==> src/rtl/delay_line_pkg.sv <==
// rtl/delay_line_pkg.sv - shared state encodings and default timing for the delay-line PLL supervisor
package delay_line_pkg;

  typedef enum logic [2:0] {
    ST_RESET_PLL = 3'd0,
    ST_WAIT_LOCK = 3'd1,
    ST_STABILISE = 3'd2,
    ST_RUN       = 3'd3,
    ST_LOST      = 3'd4,
    ST_FAULT     = 3'd5
  } state_t;

  // 12 MHz reference, 135 MHz delay-line domain
  localparam int DEF_RESET_CYCLES        = 12;
  localparam int DEF_LOCK_TIMEOUT_CYCLES = 1200;
  localparam int DEF_LOCK_STABLE_CYCLES  = 240;
  localparam int DEF_MAX_RETRIES         = 3;
  localparam int DEF_CNT_W               = 8;

  function automatic int max3(input int a, input int b, input int c);
    int m;
    m = (a > b) ? a : b;
    return (m > c) ? m : c;
  endfunction

endpackage

==> src/rtl/delay_line_sync.sv <==
// rtl/delay_line_sync.sv - parameterised 2-flop synchroniser for asynchronous status bits
module delay_line_sync #(
  parameter int WIDTH = 1
) (
  input  logic             clk,
  input  logic             rst,
  input  logic [WIDTH-1:0] d,
  output logic [WIDTH-1:0] q
);

  logic [WIDTH-1:0] meta;

  always_ff @(posedge clk) begin
    if (rst) begin
      meta <= '0;
      q    <= '0;
    end else begin
      meta <= d;
      q    <= meta;
    end
  end

endmodule

==> src/rtl/delay_line_pll_ctrl.sv <==
// rtl/delay_line_pll_ctrl.sv - PLL reset sequencing, lock qualification and core reset release
module delay_line_pll_ctrl
  import delay_line_pkg::*;
#(
  parameter int RESET_CYCLES        = DEF_RESET_CYCLES,
  parameter int LOCK_TIMEOUT_CYCLES = DEF_LOCK_TIMEOUT_CYCLES,
  parameter int LOCK_STABLE_CYCLES  = DEF_LOCK_STABLE_CYCLES,
  parameter int MAX_RETRIES         = DEF_MAX_RETRIES,
  parameter int CNT_W               = DEF_CNT_W
) (
  input  logic             clk,
  input  logic             rst,
  input  logic             pll_lock,
  input  logic             restart_req,
  output logic             pll_resetb,
  output logic             core_rst,
  output logic             ready,
  output logic             fault,
  output logic [CNT_W-1:0] lock_loss_count,
  output logic [2:0]       state
);

  localparam int TMAX = max3(RESET_CYCLES, LOCK_TIMEOUT_CYCLES, LOCK_STABLE_CYCLES);
  localparam int TW   = (TMAX > 1) ? $clog2(TMAX) : 1;
  localparam int RW   = $clog2(MAX_RETRIES + 1);

  localparam logic [TW-1:0] RST_LAST  = TW'(RESET_CYCLES - 1);
  localparam logic [TW-1:0] TO_LAST   = TW'(LOCK_TIMEOUT_CYCLES - 1);
  localparam logic [TW-1:0] STB_LAST  = TW'(LOCK_STABLE_CYCLES - 1);
  localparam logic [RW-1:0] RETRY_MAX = RW'(MAX_RETRIES);

  state_t          st;
  logic [TW-1:0]   timer;
  logic [RW-1:0]   retry_cnt;
  logic [RW-1:0]   retry_next;
  logic            lock_s;

  delay_line_sync #(.WIDTH(1)) u_lock_sync (
    .clk (clk),
    .rst (rst),
    .d   (pll_lock),
    .q   (lock_s)
  );

  assign retry_next = retry_cnt + 1'b1;
  assign state      = st;

  always_ff @(posedge clk) begin
    if (rst) begin
      st              <= ST_RESET_PLL;
      timer           <= '0;
      retry_cnt       <= '0;
      pll_resetb      <= 1'b0;
      core_rst        <= 1'b1;
      ready           <= 1'b0;
      fault           <= 1'b0;
      lock_loss_count <= '0;
    end else if (restart_req) begin
      // restart beats every other transition, including a coincident lock loss
      st         <= ST_RESET_PLL;
      timer      <= '0;
      retry_cnt  <= '0;
      pll_resetb <= 1'b0;
      core_rst   <= 1'b1;
      ready      <= 1'b0;
      fault      <= 1'b0;
    end else begin
      case (st)
        ST_RESET_PLL: begin
          if (timer == RST_LAST) begin
            st         <= ST_WAIT_LOCK;
            timer      <= '0;
            pll_resetb <= 1'b1;
          end else begin
            timer <= timer + 1'b1;
          end
        end
        ST_WAIT_LOCK: begin
          if (lock_s) begin
            st    <= ST_STABILISE;
            timer <= '0;
          end else if (timer == TO_LAST) begin
            retry_cnt  <= retry_next;
            timer      <= '0;
            pll_resetb <= 1'b0;
            if (retry_next == RETRY_MAX) begin
              st    <= ST_FAULT;
              fault <= 1'b1;
            end else begin
              st <= ST_RESET_PLL;
            end
          end else begin
            timer <= timer + 1'b1;
          end
        end
        ST_STABILISE: begin
          if (!lock_s) begin
            st    <= ST_WAIT_LOCK;
            timer <= '0;
          end else if (timer == STB_LAST) begin
            st        <= ST_RUN;
            timer     <= '0;
            retry_cnt <= '0;
            core_rst  <= 1'b0;
            ready     <= 1'b1;
          end else begin
            timer <= timer + 1'b1;
          end
        end
        ST_RUN: begin
          if (!lock_s) begin
            st       <= ST_LOST;
            core_rst <= 1'b1;
            ready    <= 1'b0;
            if (lock_loss_count != {CNT_W{1'b1}})
              lock_loss_count <= lock_loss_count + 1'b1;
          end
        end
        ST_LOST: begin
          st         <= ST_RESET_PLL;
          timer      <= '0;
          pll_resetb <= 1'b0;
        end
        ST_FAULT: begin
          pll_resetb <= 1'b0;
          core_rst   <= 1'b1;
          ready      <= 1'b0;
          fault      <= 1'b1;
        end
        default: begin
          st         <= ST_RESET_PLL;
          timer      <= '0;
          pll_resetb <= 1'b0;
          core_rst   <= 1'b1;
          ready      <= 1'b0;
        end
      endcase
    end
  end

endmodule

==> config.mk <==
export PLATFORM = sky130hd
export DESIGN_NAME = delay_line_pll_ctrl
export DESIGN_NICKNAME = d
export VERILOG_FILES = /design/src/rtl/delay_line_pkg.sv /design/src/rtl/delay_line_sync.sv /design/src/rtl/delay_line_pll_ctrl.sv
export SDC_FILE = /design/constraint.sdc
export NUM_CORES = 1
export LEC_CHECK = 0
export ABC_AREA = 1
export CAP_MARGIN = 0
export CORE_ASPECT_RATIO = 0.8
export CORE_UTILIZATION = 40
export DETAILED_ROUTE_END_ITERATION = 6
export PLACE_DENSITY = 0.69
export SYNTH_ARGS = -nofsm -noshare
export SYNTH_HDL_FRONTEND = slang
export SYNTH_SLANG_ARGS = --single-unit
==> constraint.sdc <==
create_clock -name clk -period 1.5 [get_ports clk]
set_input_delay 0.3 -clock clk [delete_from_list [all_inputs] [get_ports clk]]
set_output_delay 0.3 -clock clk [all_outputs]
set_load 0.05 [all_outputs]
==> results by group <==
Placement
  – PortBufs: 18
  – DPL Wire Length: 3250 µm
  – Placed Instances: 360
  – Gpl congestion: 0.879

Critical path
  – Critical path capture point type: flip-flop
  – Crit path from: timer[1]$_SDFFE_PP0N_
  – CP required: 1720 ps
  – Startpoint class of the critical path: flip-flop
  – Critical Path AT: 1650 ps
  – CP Class: flip-flop to flip-flop
  – Flop-to-flop setup slack: 70 ps
  – Reg-to-Reg End: state[1]$_SDFFE_PP0P_
  – Register-to-Register Path Depth: 9
  – Critical-path maximum fanout: 5
  – Reg-to-Reg Start: timer[1]$_SDFFE_PP0N_
  – Critical Path Sink: state[1]$_SDFFE_PP0P_

Global routing
  – Total gr overflow: 0
  – Total track usage: 20.8%
  – Largest net degree at the start of global routing: 12
  – Antenna violations before repair: 0
  – Vias in the first global route: 1602
  – First-pass GRT wire length: 7350 µm

Min path
  – Hold Path Class: flip-flop to flip-flop

Timing
  – Min cycle time layout: 1430 ps
  – Final Slew Violations: 0
  – Highest clock rate: 0.700 GHz
  – Final clock skew: 8.12 ps
  – Max_slew headroom: 73.9%
  – Least-Margin Pin Slew: 392 ps
  – Fin. Hold Viols: 0
  – Setup-failing EPs final: 0
  – Part of the cycle the worst path needs: 95.2%
  – RSZ-0062 raised after global routing: yes

Clock tree
  – CTS tree: built
  – Bufs on Longest Clock Path: 2
  – Root buf cell: clkbuf_8
  – H-tree levels: 2
  – Worst-Skew Late Latency: 300 ps
  – Num CTS Buffers: 5
  – Hold Buf Count CTS: 0
  – CTS sink cnt: 30
  – Clock-pin slew on the worst setup and hold paths: 60 ps

Die
  – Die height: 61.3 µm
  – Core Rows: 21
  – Die ar.: 4670 µm²
  – Die Wd: 76.1 µm
  – Core ar.: 4200 µm²
  – Ports: 19
  – Initial Util: 41.8%

Pwr
  – Seq pwr share: 51.6%
  – Sw frac: 23.3%
  – Share of total power in the clock network: 44.9%
  – Gate power share: 3.5%
  – PwrDens: 618 nW/µm²
  – Static Leak: 1.05 nW
  – Maximum vdd drop: 0.000436 V
  – P_sw: 0.000362 W
  – Total power: 0.00155 W
  – P_int: 0.00119 W

Finish
  – Util after Layout: 59.9%
  – Final Net Count: 319
  – Fill cells: 355
  – Post-Layout Cell Count: 370
  – Layout area overhead: 43.0%
  – Share of layout cells above drive strength 1: 29.1%
  – Antenna diode instance count: 0

Synthesis
  – Syn avg cell area: 6.56 µm²
  – Mapped Cells: 268
  – Sequential fraction of the synthesis area: 34.1%
  – Synthesized flop and latch total: 30
  – Syn Nets: 275
  – Area of the mapped netlist: 1760 µm²
  – Synth warn: 0
  – Synth unique cells: 29

Route
  – 1st-pass router iterations: 4
  – Vias per cell: 5.06
  – Post-Route WL: 4540 µm
  – Routed Antenna Nets: 0
  – DRC viols: 0
  – WL per Instance: 12.3 µm
  – Via Count: 1873
  – Iter 0 DRT Violations: 234

Flow run
  – # Max-Cap Violations: 0

Outcome
  – Status: complete, no violations
## critical path, cell delays in order (launching register included)
cell     delay [ps]
dfxtp_2         350
ha_4            160
nand3_4          90
nor2_4          160
nand2_2          90
nand2_4         110
nand4_1         160
nand2_1         110
nand2_1          50
nor2_1           80
## metal layers
| layer | global-route usage (%) | wire length, µm | vias to the layer above | part of all wire [%] |
|---|---|---|---|---|
| met2 | 30.3 | 1940 | 56 | 43 |
| met3 | 5.04 | 235 | 8 | 5.2 |
| met1 | 28.8 | 2290 | 853 | 50 |
| met5 | 0 | 0 | - | 0 |
| met4 | 11.0 | 77 | 0 | 1.7 |
| li1 | - | - | 956 | - |
## layout by cell type, fill, tap and decap left out, types with 4 or more instances in the layout
cell type,count
buf_12,15
buf_4,23
nor3_1,7
inv_2,6
dfxtp_2,7
nand2_1,64
nand2_2,4
nand2_4,4
a21oi_1,22
nand3_2,4
inv_1,34
nand4_1,7
dfxtp_1,20
clkbuf_8,6
o21ai_0,8
nand3_1,15
xor2_1,5
nor2_2,5
nor2_1,25
## cell families after synthesis
| group | after synthesis | share of synthesized area (%) |
|---|---|---|
| AO/OA/AOI/OAI | 39 | 11.7 |
| XOR/XNOR | 6 | 2.99 |
| adder cells (fa/ha/maj) | 3 | 2.13 |
| buffers and inverters | 45 | 9.81 |
| flip-flops | 30 | 34.1 |
| AND/OR/NAND/NOR | 145 | 39.2 |
## final cells by class
cell class | instances | area (µm²) | share of cell area (%)
clock inverters | 1 | 5.00 | 0.199
well taps | 57 | 71.3 | 2.83
clock buffers | 7 | 86.3 | 3.43
multi-input cells | 194 | 1080 | 42.9
repair buffers | 41 | 503 | 20.0
flip-flops and latches | 30 | 621 | 24.7
inverters | 40 | 150 | 5.97
## Yosys cell counts
library cell / count / area share (%)
a21oi_1: 23 / 6.5
a31oi_1: 2 / 0.71
buf_2: 3 / 0.85
clkbuf_1: 2 / 0.43
dfxtp_1: 30 / 34
ha_1: 3 / 2.1
inv_1: 36 / 7.7
inv_2: 4 / 0.85
nand2_1: 66 / 14
nand2_2: 5 / 1.8
nand2_4: 1 / 0.64
nand3_1: 16 / 4.6
nand3_2: 3 / 1.7
nand3_4: 1 / 1.0
nand4_1: 7 / 2.5
nor2_1: 29 / 6.2
nor2_2: 3 / 1.1
nor2_4: 1 / 0.64
nor3_1: 8 / 2.3
nor3_2: 1 / 0.57
nor3b_1: 1 / 0.43
nor3b_2: 2 / 1.4
nor4_1: 1 / 0.36
o211ai_1: 2 / 0.85
o21ai_0: 9 / 2.6
o21ai_1: 2 / 0.57
o21ai_2: 1 / 0.50
xnor2_1: 1 / 0.50
xor2_1: 5 / 2.5
## worst min-delay path by stage
stage | end | from | cells past startpoint
after floorplan | u_lock_sync.q$_SDFF_PP0_ | u_lock_sync.meta$_SDFF_PP0_ | 2
after global placement | u_lock_sync.q$_SDFF_PP0_ | u_lock_sync.meta$_SDFF_PP0_ | 2
after detailed placement | u_lock_sync.q$_SDFF_PP0_ | u_lock_sync.meta$_SDFF_PP0_ | 2
after CTS | u_lock_sync.q$_SDFF_PP0_ | u_lock_sync.meta$_SDFF_PP0_ | 2
after global routing | u_lock_sync.q$_SDFF_PP0_ | u_lock_sync.meta$_SDFF_PP0_ | 2
final | u_lock_sync.q$_SDFF_PP0_ | u_lock_sync.meta$_SDFF_PP0_ | 2
## what timing repair did
| action | 4_1_cts | 5_1_grt |
|---|---|---|
| pin swaps | 1 | 10 |
| gates cloned | 1 | 0 |
| buffers inserted | 0 | 1 |
| resized for setup | 3 | 26 |
| setup endpoints to repair | 5 | 21 |
## power by group through the flow
| stage | Combinational, W | Sequential (W) | Clock, W |
|---|---|---|---|
| floorplan | 0.0000239 | 0.000822 | 0 |
| global placement | 0.0000521 | 0.000823 | 0 |
| detailed placement | 0.0000524 | 0.000823 | 0 |
| CTS | 0.0000529 | 0.000805 | 0.000711 |
| global route | 0.0000596 | 0.000801 | 0.000756 |
| finish | 0.0000549 | 0.000802 | 0.000698 |
## state kept, by name, indices dropped and copies added (netlist names)
name,count
lock_loss_count,8
core_rst,1
u_lock_sync.q,1
retry_cnt,2
ready,1
timer,11
state,3
pll_resetb,1
fault,1
u_lock_sync.meta,1
## metrics by stage
step / setup WS (ps) / hold slack (ps) / TNS (ps) / instance area (µm²)
2_1_floorplan: -109 / 388 / -109 / 1770
3_3_place_gp: 5.38 / 398 / 0 / 2310
3_5_place_dp: -17.4 / 403 / -47.3 / 2310
4_1_cts: -3.58 / 414 / -3.58 / 2420
5_1_grt: -66.8 / 432 / -122 / 2520
6_report: 72.3 / 408 / 0 / 2520
No activity file was read; power rests on OpenSTA's default activity.
